### config.mk
export PLATFORM = sky130hd
export DESIGN_NAME = fifo_stream_sink_flat
export DESIGN_NICKNAME = d
export VERILOG_FILES = /design/src/rtl/fifo_stream_sink_if.sv /design/src/rtl/fifo_stream_sink.sv /design/src/flat_wrapper.sv
export SDC_FILE = /design/constraint.sdc
export NUM_CORES = 1
export LEC_CHECK = 0
export CAP_MARGIN = 20
export CORE_AREA = 3 3 243 245
export DETAILED_ROUTE_END_ITERATION = 12
export DIE_AREA = 0 0 246 248
export PLACE_DENSITY_LB_ADDON = 0.2
export SYNTH_ARGS = -nofsm -noshare
export SYNTH_HDL_FRONTEND = slang
export SYNTH_SLANG_ARGS = --single-unit
### constraint.sdc
create_clock -name ap_clk -period 2.5 [get_ports ap_clk]
set_input_delay 0.625 -clock ap_clk [delete_from_list [all_inputs] [get_ports ap_clk]]
set_output_delay 0.625 -clock ap_clk [all_outputs]
set_load 0.03 [all_outputs]
### src/rtl/fifo_stream_sink_if.sv
// fifo_stream_sink_if
//   Read port of a first-word-fall-through FIFO.
//   fifo_dout    : head data. It is valid whenever fifo_empty_n=1.
//   fifo_empty_n : the FIFO holds at least one beat.
//   fifo_read    : pop request. A beat transfers when fifo_read & fifo_empty_n.
//   master : the FIFO side, which drives data and status.
//   slave  : the consumer side, which drives the pop request.
interface fifo_stream_sink_if #(
  parameter int DATA_WIDTH = 512
);
  logic [DATA_WIDTH-1:0] fifo_dout;
  logic                  fifo_empty_n;
  logic                  fifo_read;

  modport master (output fifo_dout, output fifo_empty_n, input fifo_read);
  modport slave  (input fifo_dout, input fifo_empty_n, output fifo_read);
endinterface

### src/rtl/fifo_stream_sink.sv
// fifo_stream_sink
//   Consumes an expected number of beats from a FWFT FIFO after an ap_start pulse.
//   Reads can be spaced out with throttle. The block keeps a beat count and a
//   rotate-XOR checksum of the consumed data. A run ends in DONE when the last
//   beat transfers, or in ERR when no beat transfers for TIMEOUT_CYCLES cycles.
// Ports
//   ap_clk, ap_rst_n : clock and asynchronous active-low reset.
//   ap_start         : 1-cycle start pulse. It latches expected_beats and throttle.
//   expected_beats   : number of beats to consume in this run.
//   throttle         : N allows at most one read per N+1 cycles.
//   fifo_if          : FIFO read port (slave modport).
//   ap_idle          : 1 in IDLE, DONE and ERR.
//   ap_done          : 1-cycle pulse on entry to DONE or ERR.
//   beat_cnt         : beats consumed in the current or last run.
//   checksum         : running signature of the consumed data.
//   timeout_err      : sticky flag, set when a run ends by timeout.
//   extra_data       : sticky flag, set when the FIFO is non-empty while in DONE.
module fifo_stream_sink #(
  parameter int DATA_WIDTH     = 512,
  parameter int CNT_WIDTH      = 32,
  parameter int TIMEOUT_CYCLES = 1000000
) (
  input  logic                 ap_clk,
  input  logic                 ap_rst_n,
  input  logic                 ap_start,
  input  logic [CNT_WIDTH-1:0] expected_beats,
  input  logic [3:0]           throttle,
  fifo_stream_sink_if.slave    fifo_if,
  output logic                 ap_idle,
  output logic                 ap_done,
  output logic [CNT_WIDTH-1:0] beat_cnt,
  output logic [31:0]          checksum,
  output logic                 timeout_err,
  output logic                 extra_data
);

  localparam int LANES = DATA_WIDTH / 32;
  localparam int TW    = (TIMEOUT_CYCLES > 1) ? $clog2(TIMEOUT_CYCLES) : 1;
  localparam logic [TW-1:0] TIMER_LAST = TW'(TIMEOUT_CYCLES - 1);

  localparam logic [1:0] S_IDLE = 2'd0;
  localparam logic [1:0] S_RUN  = 2'd1;
  localparam logic [1:0] S_DONE = 2'd2;
  localparam logic [1:0] S_ERR  = 2'd3;

  // XOR of all 32-bit lanes of one beat
  function automatic logic [31:0] fold_lanes(input logic [DATA_WIDTH-1:0] d);
    logic [31:0] acc;
    acc = 32'd0;
    for (int i = 0; i < LANES; i++) begin
      acc = acc ^ d[i*32 +: 32];
    end
    return acc;
  endfunction

  logic [1:0]           state_q, state_d;
  logic [CNT_WIDTH-1:0] exp_q, exp_d;
  logic [3:0]           thr_q, thr_d;
  logic [3:0]           phase_q, phase_d;
  logic [TW-1:0]        timer_q, timer_d;
  logic [CNT_WIDTH-1:0] cnt_q, cnt_d;
  logic [31:0]          sum_q, sum_d;
  logic                 done_q, done_d;
  logic                 tout_q, tout_d;
  logic                 extra_q, extra_d;

  logic run_s;
  logic last_s;
  logic rd_s;

  assign run_s  = (state_q == S_RUN);
  assign last_s = (cnt_q == exp_q);
  // fifo_read already includes fifo_empty_n, so every read is a transfer.
  assign rd_s   = run_s & fifo_if.fifo_empty_n & (phase_q == 4'd0) & ~last_s;

  assign fifo_if.fifo_read = rd_s;
  assign ap_idle     = ~run_s;
  assign ap_done     = done_q;
  assign beat_cnt    = cnt_q;
  assign checksum    = sum_q;
  assign timeout_err = tout_q;
  assign extra_data  = extra_q;

  // Next-state logic for the FSM, counters and flags
  always_comb begin
    state_d = state_q;
    exp_d   = exp_q;
    thr_d   = thr_q;
    phase_d = phase_q;
    timer_d = timer_q;
    cnt_d   = cnt_q;
    sum_d   = sum_q;
    done_d  = 1'b0;
    tout_d  = tout_q;
    extra_d = extra_q;
    case (state_q)
      S_IDLE, S_DONE, S_ERR: begin
        if (ap_start) begin
          state_d = S_RUN;
          exp_d   = expected_beats;
          thr_d   = throttle;
          phase_d = 4'd0;
          timer_d = '0;
          cnt_d   = '0;
          sum_d   = 32'd0;
          tout_d  = 1'b0;
          extra_d = 1'b0;
        end else if ((state_q == S_DONE) && fifo_if.fifo_empty_n) begin
          extra_d = 1'b1;
        end else begin
          extra_d = extra_q;
        end
      end
      S_RUN: begin
        // The phase advances every RUN cycle, whether data is present or not.
        phase_d = (phase_q == thr_q) ? 4'd0 : (phase_q + 4'd1);
        if (rd_s) begin
          cnt_d   = cnt_q + {{(CNT_WIDTH-1){1'b0}}, 1'b1};
          sum_d   = {sum_q[30:0], sum_q[31]} ^ fold_lanes(fifo_if.fifo_dout);
          timer_d = '0;
          if ((cnt_q + {{(CNT_WIDTH-1){1'b0}}, 1'b1}) == exp_q) begin
            state_d = S_DONE;
            done_d  = 1'b1;
          end else begin
            state_d = S_RUN;
          end
        end else if (last_s) begin
          // Reached only when the run was started with expected_beats == 0.
          state_d = S_DONE;
          done_d  = 1'b1;
        end else if (timer_q == TIMER_LAST) begin
          state_d = S_ERR;
          done_d  = 1'b1;
          tout_d  = 1'b1;
        end else begin
          timer_d = timer_q + {{(TW-1){1'b0}}, 1'b1};
        end
      end
      default: begin
        state_d = S_IDLE;
      end
    endcase
  end

  // State and output registers
  always_ff @(posedge ap_clk or negedge ap_rst_n) begin
    if (!ap_rst_n) begin
      state_q <= S_IDLE;
      exp_q   <= '0;
      thr_q   <= 4'd0;
      phase_q <= 4'd0;
      timer_q <= '0;
      cnt_q   <= '0;
      sum_q   <= 32'd0;
      done_q  <= 1'b0;
      tout_q  <= 1'b0;
      extra_q <= 1'b0;
    end else begin
      state_q <= state_d;
      exp_q   <= exp_d;
      thr_q   <= thr_d;
      phase_q <= phase_d;
      timer_q <= timer_d;
      cnt_q   <= cnt_d;
      sum_q   <= sum_d;
      done_q  <= done_d;
      tout_q  <= tout_d;
      extra_q <= extra_d;
    end
  end

endmodule
### src/flat_wrapper.sv
// flat-port wrapper written by rule: the top's interface ports become plain ports
module fifo_stream_sink_flat 
#(
  parameter int DATA_WIDTH     = 512,
  parameter int CNT_WIDTH      = 32,
  parameter int TIMEOUT_CYCLES = 1000000
)
  (ap_clk, ap_rst_n, ap_start, expected_beats, throttle, ap_idle, ap_done, beat_cnt, checksum, timeout_err, extra_data, fifo_if_fifo_dout, fifo_if_fifo_empty_n, fifo_if_fifo_read);
  fifo_stream_sink_if #(.DATA_WIDTH(DATA_WIDTH)) fifo_if_i ();
  input  logic ap_clk;
  input  logic ap_rst_n;
  input  logic ap_start;
  input  logic [CNT_WIDTH-1:0] expected_beats;
  input  logic [3:0] throttle;
  output logic ap_idle;
  output logic ap_done;
  output logic [CNT_WIDTH-1:0] beat_cnt;
  output logic [31:0] checksum;
  output logic timeout_err;
  output logic extra_data;
  input wire logic [$bits(fifo_if_i.fifo_dout)-1:0] fifo_if_fifo_dout;
  input wire logic [$bits(fifo_if_i.fifo_empty_n)-1:0] fifo_if_fifo_empty_n;
  output wire logic [$bits(fifo_if_i.fifo_read)-1:0] fifo_if_fifo_read;
  assign fifo_if_i.fifo_dout = fifo_if_fifo_dout;
  assign fifo_if_i.fifo_empty_n = fifo_if_fifo_empty_n;
  assign fifo_if_fifo_read = fifo_if_i.fifo_read;
  fifo_stream_sink #(.DATA_WIDTH(DATA_WIDTH), .CNT_WIDTH(CNT_WIDTH), .TIMEOUT_CYCLES(TIMEOUT_CYCLES)) u_core (.ap_clk(ap_clk), .ap_rst_n(ap_rst_n), .ap_start(ap_start), .expected_beats(expected_beats), .throttle(throttle), .fifo_if(fifo_if_i), .ap_idle(ap_idle), .ap_done(ap_done), .beat_cnt(beat_cnt), .checksum(checksum), .timeout_err(timeout_err), .extra_data(extra_data));
endmodule
After elaboration in Yosys (flattened, before gate mapping). Index checks and enable logic that the tools add are counted.

Register bits after elaboration: 129. Logic and storage cells: 91. Input bits: 552.

Mux-type cells: 31. Add/sub/neg operators: 3. Equality and inequality tests: 15. Reductions and logical operators: 11. Bitwise logic cells: 21.

Operators with widths (number): 32-bit bitwise XOR (16); 32-bit one-hot mux with 2 select lines (2); 32-bit 2-to-1 mux (3); 20-bit 2-to-1 mux (4); 32-bit equality test (2); 20-bit one-hot mux with 2 select lines (1); 32-bit by 1-bit adder with 32-bit output, second input constant (1); 20-bit by 1-bit adder with 20-bit output, second input constant (1); 20-bit equality test, second input constant (1); 1-bit 2-to-1 mux (11); 2-bit 2-to-1 mux (5); 2-bit != test, second input constant (5); 4-bit 2-to-1 mux (2); 4-bit one-hot mux with 2 select lines (1); 2-bit AND reduction (4); 3-bit != test, second input constant (2); 4-bit by 1-bit adder with 4-bit output, second input constant (1); 2-bit equality test, second input constant (2); 4-bit equality test (1); 4-bit logical NOT (1); 4-bit != test, second input constant (1); 2-bit one-hot mux with 2 select lines (1); 4-bit AND reduction (1); 1-bit bitwise AND (3); 8 further kinds (9).

Longest topological paths before layout. Gate-level depths: netlist of run 1.

Depth in word-level cells: 18. Mapped depth: 11. Mapped depth without buffers: 9.

Least setup slack after synthesis of run 1. Ideal clock, no wire load.

Path kind: flip-flop to output port. Start: reg u_core.cnt_q[13] (netlist: u_core.beat_cnt[13]). End: out fifo_if_fifo_read. Cell stages (with the launch flop): 8. Data required time: 1875 ps. Buffers on the path: 2. Slack: -214 ps. Data arrival time: 2089 ps. Cell sequence: dfrtp_1 buf_2 xor2_1 nor4_1 nand4_2 o31ai_4 inv_2 clkbuf_1.

Word-level cells in the longest chain between the ends: 3.

Ends and longest elaborated chain: start: declaration (RTL line fifo_stream_sink.sv:61) `logic [CNT_WIDTH-1:0] cnt_q, cnt_d;`; start signal: assignment (RTL line fifo_stream_sink.sv:164) `cnt_q <= cnt_d;`; 32-bit equality test (RTL line fifo_stream_sink.sv:72) `assign last_s = (cnt_q == exp_q);`; 1-bit NOT (RTL line fifo_stream_sink.sv:74) `assign rd_s = run_s & fifo_if.fifo_empty_n & (phase_q == 4'd0) & ~last_s;`; 1-bit bitwise AND (RTL line fifo_stream_sink.sv:74); end: declaration (RTL line flat_wrapper.sv:23) `output wire logic [$bits(fifo_if_i.fifo_read)-1:0] fifo_if_fifo_read;`.

No other way between the ends.

Worst setup path in the final report of run 1.
Start: reg u_core.cnt_q[3] (netlist: u_core.beat_cnt[3]). End: out fifo_if_fifo_read.

Same word-level chain as after synthesis.

==> results of run 1 <==
[through the flow]
step	utilization (%)	setup TNS (ps)	hold WS [ps]	setup slack [ps]	cell area [sq um]
3_5_place_dp	34.3	-2520	485	-195	19700
5_1_grt	36.7	-4390	185	-387	21100
3_3_place_gp	34.3	-1450	484	-181	19700
4_1_cts	35.9	-317	174	-268	20600
6_report	36.7	-2430	166	-294	21100
2_1_floorplan	-	-66.8	329	-66.8	11700
[power breakdown]
group	switching, mW	internal [mW]	leakage [nW]
clock network	1.09	1.71	0.313
registers	0.666	2.70	1.68
logic	4.24	4.47	6.24
total	5.99	8.88	8.23
[kinds of logic (layout without fill, tap and decap cells)]
family / count (synthesis) / count (layout)
xor gates and xnor gates: 569 / 569
AOI/OAI and AO/OA: 162 / 163
adders and majority gates: 4 / 4
muxes: 7 / 7
DFF: 129 / 129
other: 0 / 5
and+or+nand+nor: 376 / 376
buffers and inverters: 66 / 841
[cell usage after synthesis, types with 7 or more instances]
cell type,n
or3_1,7
and3_1,15
dfrtp_1,129
and4_1,9
nand3_1,60
nand4_1,13
inv_1,11
o31ai_1,17
xnor2_1,434
nor2_1,43
nor3_1,16
o21ai_0,60
o21ai_1,25
nor4_1,8
buf_4,10
buf_2,18
xor2_1,133
nand2_1,157
clkbuf_1,20
a21oi_1,23
[area by class of cell]
class	count	area share, %
antenna	5	0.0594
clock buffer	18	2.08
clock inverter	14	0.956
inverter	14	0.249
multi-input combinational	1119	39.8
sequential	129	15.4
tap	765	4.54
timing repair buffer	795	36.9
[per-layer routing]
layer	track usage (%)	vias up	part of all wire, %
met3	4.32	62	5.4
met1	20.8	5567	41
met5	0	-	0.14
met2	30.3	355	51
met4	5.09	10	2.5
li1	-	5890	-
[critical path, delay by kind of cell (launching register included)]
family | cells | cell delay (ps)
flops | 1 | 430
compound gates | 1 | 270
buf+inv | 3 | 390
xor+xnor | 1 | 160
simple gates | 2 | 460
[flip-flops by register name (all words and copies together) (netlist names)]
register / cells
u_core.beat_cnt: 32
u_core.checksum: 32
u_core.exp_q: 32
u_core.timer_q: 20
u_core.phase_q: 4
u_core.thr_q: 4
u_core.state_q: 2
u_core.ap_done: 1
u_core.extra_data: 1
u_core.timeout_err: 1
[what timing repair did]
item,in CTS,in global routing
pin swaps,12,21
buffers inserted,12,14
cloned,0,8
resized for setup,25,59
hold buffers,0,0
endpoints found under the setup margin,45,49
[path summary, 6_finish.rpt]
check / startpoint / endpoint / slack, ps / cells past startpoint
worst min-delay path: ap_rst_n / u_core.exp_q[23] / 170 / 1
worst max-delay path: u_core.beat_cnt[3] / fifo_if_fifo_read / -290 / 7
min in group ap_clk: u_core.timeout_err / u_core.timeout_err / 500 / 1
worst min register to register: u_core.timeout_err / u_core.timeout_err / 500 / 1
max in group asynchronous: ap_rst_n / u_core.checksum[27] / 1640 / 2
worst max register to register: u_core.beat_cnt[3] / u_core.timer_q[13] / -180 / 14
==> results.sh, run 1 <==
export IMPL_synth_area_per_cell_sq_um=8.85
export IMPL_seqCellArea_sq_um=3240
export IMPL_ant_nets=0
export IMPL_critPathCaptureType="output pin"
export IMPL_wirelength_microns=56200
export IMPL_power_density_nw_per_um2=706
export IMPL_crit_slowest_cell="dfrtp_2"
export IMPL_synthesis_area_sq_um=11600
export IMPL_crit_required_ps=1880
export IMPL_finalCritPeriodShare_pct=112
export IMPL_max_freq_ghz=0.358
export IMPL_ys_types=76
export IMPL_synth_xor_area_share_pct=43.0
export IMPL_rsz0062_at_grt="true"
export IMPL_ir_drop_uv=389
export IMPL_synth_edf_count=0
export IMPL_synth_flop_cell="dfrtp_1"
export IMPL_synth_yosys_seq_area_share_pct=27.8
export IMPL_place_congestion=0.892
export IMPL_numCtsBuffers=17
export IMPL_cts_buffer_depth=2
export IMPL_synthDominantCellAreaShare_pct=32.7
export IMPL_cp_cell_sequence="buf_6 > xor2_4 > nor4_4 > nand4_4 > o31ai_4 > inv_2 > buf_6"
export IMPL_yosys_area_share_simple_pct=16.6
export IMPL_p_leak_nw=8.23
export IMPL_ys_warnings_count=0
export IMPL_drc=0
export IMPL_setup_viol=24
export IMPL_cap_violations=0
export IMPL_io_pins=621
export IMPL_cts_sinks=129
export IMPL_dp_cells=2790
export IMPL_worstMarginPinSlew_ps=618
export IMPL_hpwl_microns=47300
export IMPL_cts_root_buffer_cell="clkbuf_16"
export IMPL_overflow=0
export IMPL_die_y_microns=248
export IMPL_worst_setup_path_type="reg -> out"
export IMPL_synth_adder_area_share_pct=0.431
export IMPL_io_buffers=620
export IMPL_synthMuxAreaShare_pct=0.636
export IMPL_rows=88
export IMPL_routedWlPerCell_microns=19.6
export IMPL_crit_arrival_ps=2170
export IMPL_outcome="finished with violations"
export IMPL_synth_seq_cells=129
export IMPL_synth_compound_area_share_pct=8.64
export IMPL_vias=11900
export IMPL_critPathMaxFanout=2
export IMPL_grt_pass1_vias=12300
export IMPL_syn_nets=1869
export IMPL_violations="negative setup slack"
export IMPL_skew_ps=10.5
export IMPL_core_area_sq_um=57400
export IMPL_insertion_delay_ps=450
export IMPL_die_x_microns=246
export IMPL_final_max_slew_viol_count=0
export IMPL_grt_pass1_wl_microns=77300
export IMPL_cts_tree="done"
export IMPL_async_reset_ff_share_pct=100
export IMPL_clk_pin_slew_ps=70
export IMPL_hold_class="in -> async"
export IMPL_slowest_delay_ps=430
export IMPL_grt_antenna_before_repair=11
export IMPL_layout_min_cycle_time_ps=2790
export IMPL_synth_top_family_by_area="XOR/XNOR gates"
export IMPL_final_hold_violation_count=0
export IMPL_final_common_cell="clkdlybuf4s50_1"
export IMPL_synth_area_leaders="xnor2_1, dfrtp_1, xor2_1"
export IMPL_syn_to_final_growth_pct=81.4
export IMPL_dr_pass1_iters=5
export IMPL_grt_max_degree=57
export IMPL_synthCells=1313
export IMPL_synth_top_cell_by_area="xnor2_1"
export IMPL_drive_gt1_share_pct=14.1
export IMPL_setup_ws_ps=-294
export IMPL_gr_usage_all_layers_pct=17.3
export IMPL_fin_nets=2632
export IMPL_multi_input_area_sq_um=8390
export IMPL_cts_htree_levels=4
export IMPL_nFillCells=5910
export IMPL_slew_limit_headroom_pct=58.8
export IMPL_drt_iter0_drc=575
export IMPL_initial_utilization_pct=20.2
export IMPL_die_area_sq_um=61000
export IMPL_final_cell_mix="clkdlybuf4s50_1, xnor2_1, nand2_1"
export IMPL_worst_setup_path_start_kind="register"
export IMPL_cpMostUsedCell="buf_6"
export IMPL_p_total_mw=14.9
export IMPL_via_per_inst=4.16
export IMPL_finalNonFillerCells=2859
No activity file was read; power rests on OpenSTA's default activity.
==> inputs of run 2 (changes only) <==
Settings changed: PLACE_DENSITY_LB_ADDON 0.2 to 0.05.
==> run 2 against run 1 <==
The run still ends with negative setup slack left. Combinational power fell by 2.9%. Wire length increased by 5.8%. Sequential power barely moved. Clock skew is 4.4 ps higher. Clock power down 7.9%. Via count shrank 2.8%. Critical path type unchanged. Critical endpoint unchanged. Largest cell class unchanged. Largest power group unchanged.
==> results.sh, run 2 (same netlist as run 1, synthesis figures left out) <==
export IMPL_skew_ps=14.9
export IMPL_cap_violations=0
export IMPL_nFillCells=5962
export IMPL_critPathMaxFanout=3
export IMPL_rsz0062_at_grt="true"
export IMPL_setup_ws_ps=-292
export IMPL_slowest_delay_ps=420
export IMPL_core_area_sq_um=57400
export IMPL_p_total_mw=14.4
export IMPL_ant_nets=0
export IMPL_via_per_inst=4.06
export IMPL_die_x_microns=246
export IMPL_crit_arrival_ps=2170
export IMPL_worstMarginPinSlew_ps=646
export IMPL_numCtsBuffers=17
export IMPL_io_pins=621
export IMPL_design_area_sq_um=20700
export IMPL_cts_htree_levels=4
export IMPL_hpwl_microns=51900
export IMPL_vias=11500
export IMPL_final_hold_violation_count=0
export IMPL_grt_antenna_before_repair=17
export IMPL_fin_nets=2617
export IMPL_grt_pass1_wl_microns=81700
export IMPL_dp_slack_ps=-194
export IMPL_drc=0
export IMPL_gr_usage_all_layers_pct=18.7
export IMPL_cell_internal_pwr_mw=8.53
export IMPL_p_seq_share_pct=23.5
export IMPL_cp_top_family="simple AND/OR/NAND/NOR gates"
export IMPL_critPathCaptureType="output pin"
export IMPL_max_freq_ghz=0.358
export IMPL_final_cell_mix="clkdlybuf4s50_1, xnor2_1, nand2_1"
export IMPL_cts_sinks=129
export IMPL_worst_path_buf_inv=2
export IMPL_io_buffers=620
export IMPL_ir_drop_uv=560
export IMPL_cp_cell_sequence="xor2_2 > nor4_2 > nand4_2 > o31ai_4 > inv_2 > buf_6"
export IMPL_dr_pass1_iters=4
export IMPL_finalCritPeriodShare_pct=112
export IMPL_p_sw_mw=5.89
export IMPL_p_clk_share_pct=17.9
export IMPL_drt_iter0_drc=437
export IMPL_grt_max_degree=51
export IMPL_swShare_pct=40.9
export IMPL_p_leak_nw=8.06
export IMPL_insertion_delay_ps=440
export IMPL_seqCellArea_sq_um=3240
export IMPL_drive_gt1_share_pct=13.1
export IMPL_crit_slowest_cell="dfrtp_2"
export IMPL_fin_setup_tns_ps=-1810
export IMPL_p_comb_share_pct=58.7
export IMPL_worst_setup_path_start_kind="register"
export IMPL_cts_tree="done"
export IMPL_power_density_nw_per_um2=696
export IMPL_crit_required_ps=1880
export IMPL_final_common_cell="clkdlybuf4s50_1"
export IMPL_die_area_sq_um=61000
export IMPL_layout_min_cycle_time_ps=2790
export IMPL_grt_pass1_vias=11900
export IMPL_setup_viol=20
export IMPL_multi_input_area_sq_um=8300
export IMPL_syn_to_final_growth_pct=78.4
export IMPL_wirelength_microns=59400
export IMPL_cts_buffer_depth=2
export IMPL_worst_setup_path_type="reg -> out"
export IMPL_clk_pin_slew_ps=70
export IMPL_violations="negative setup slack"
export IMPL_overflow=0
export IMPL_slew_limit_headroom_pct=57.0
export IMPL_hold_class="in -> async"
export IMPL_rows=88
export IMPL_final_max_slew_viol_count=0
export IMPL_outcome="finished with violations"
export IMPL_routedWlPerCell_microns=20.9
export IMPL_cts_root_buffer_cell="clkbuf_16"
export IMPL_die_y_microns=248
export IMPL_initial_utilization_pct=20.2
export IMPL_place_congestion=0.811
export IMPL_post_dp_cell_area_sq_um=19700
export IMPL_utilization_pct=36.1
-- run 2: cell types whose count changed in the layout (fill, tap and decap cells not counted), moves of 4 or more --
| cell | delta |
|---|---|
| clkbuf_8 | +4 |
| nor4_2 | +6 |
| o21ai_1 | -5 |
| nand3_2 | -6 |
| nand3_1 | +6 |
| buf_4 | -7 |
-- run 2: final cells by class --
cell class / instances / area share, %
multi-input cells: 1118 / 40.0
repair buffers: 781 / 36.6
flip-flops and latches: 129 / 15.6
well taps: 765 / 4.62
clock buffers: 22 / 2.38
clock inverters: 10 / 0.477
inverters: 14 / 0.254
diodes: 3 / 0.0362
-- run 2: per-stage QoR --
stage	hold WS [ps]	instances
after floorplan	329	1313
after detailed placement	490	2791
after CTS	141	2828
final	138	2842
after global placement	488	2791
after global routing	152	2841
-- run 2: routing by layer --
metal / wire (microns) / global-route usage, %
met5: 196 / 0
met4: 376 / 2.62
met3: 3050 / 4.88
met2: 31400 / 34.3
met1: 24400 / 22.2
-- run 2: worst paths after layout --
kind | start | slack, ps | end | depth (start not counted)
worst min register to register | u_core.thr_q[1] | 500 | u_core.thr_q[1] | 2
max in group asynchronous | ap_rst_n | 1680 | u_core.checksum[30] | 2
worst min-delay path | ap_rst_n | 140 | u_core.exp_q[17] | 1
min in group ap_clk | u_core.thr_q[1] | 500 | u_core.thr_q[1] | 2
worst max-delay path | u_core.beat_cnt[17] | -290 | fifo_if_fifo_read | 6
worst max register to register | u_core.beat_cnt[17] | -130 | u_core.beat_cnt[9] | 12
-- run 2: power groups by stage --
stage | sequential (mW) | combinational [mW] | clock [mW]
global placement | 3.40 | 8.17 | 0
finish | 3.38 | 8.46 | 2.58
CTS | 3.38 | 8.31 | 2.66
global route | 3.48 | 9.25 | 2.76
detailed placement | 3.39 | 8.21 | 0
floorplan | 3.64 | 4.54 | 0
-- run 2: repair_timing --
action,4_1_cts,5_1_grt
pin swaps,9,13
hold buffers,0,0
endpoints found under the setup margin,10,67
cloned,0,2
gates resized for setup,14,52
setup buffers,5,9
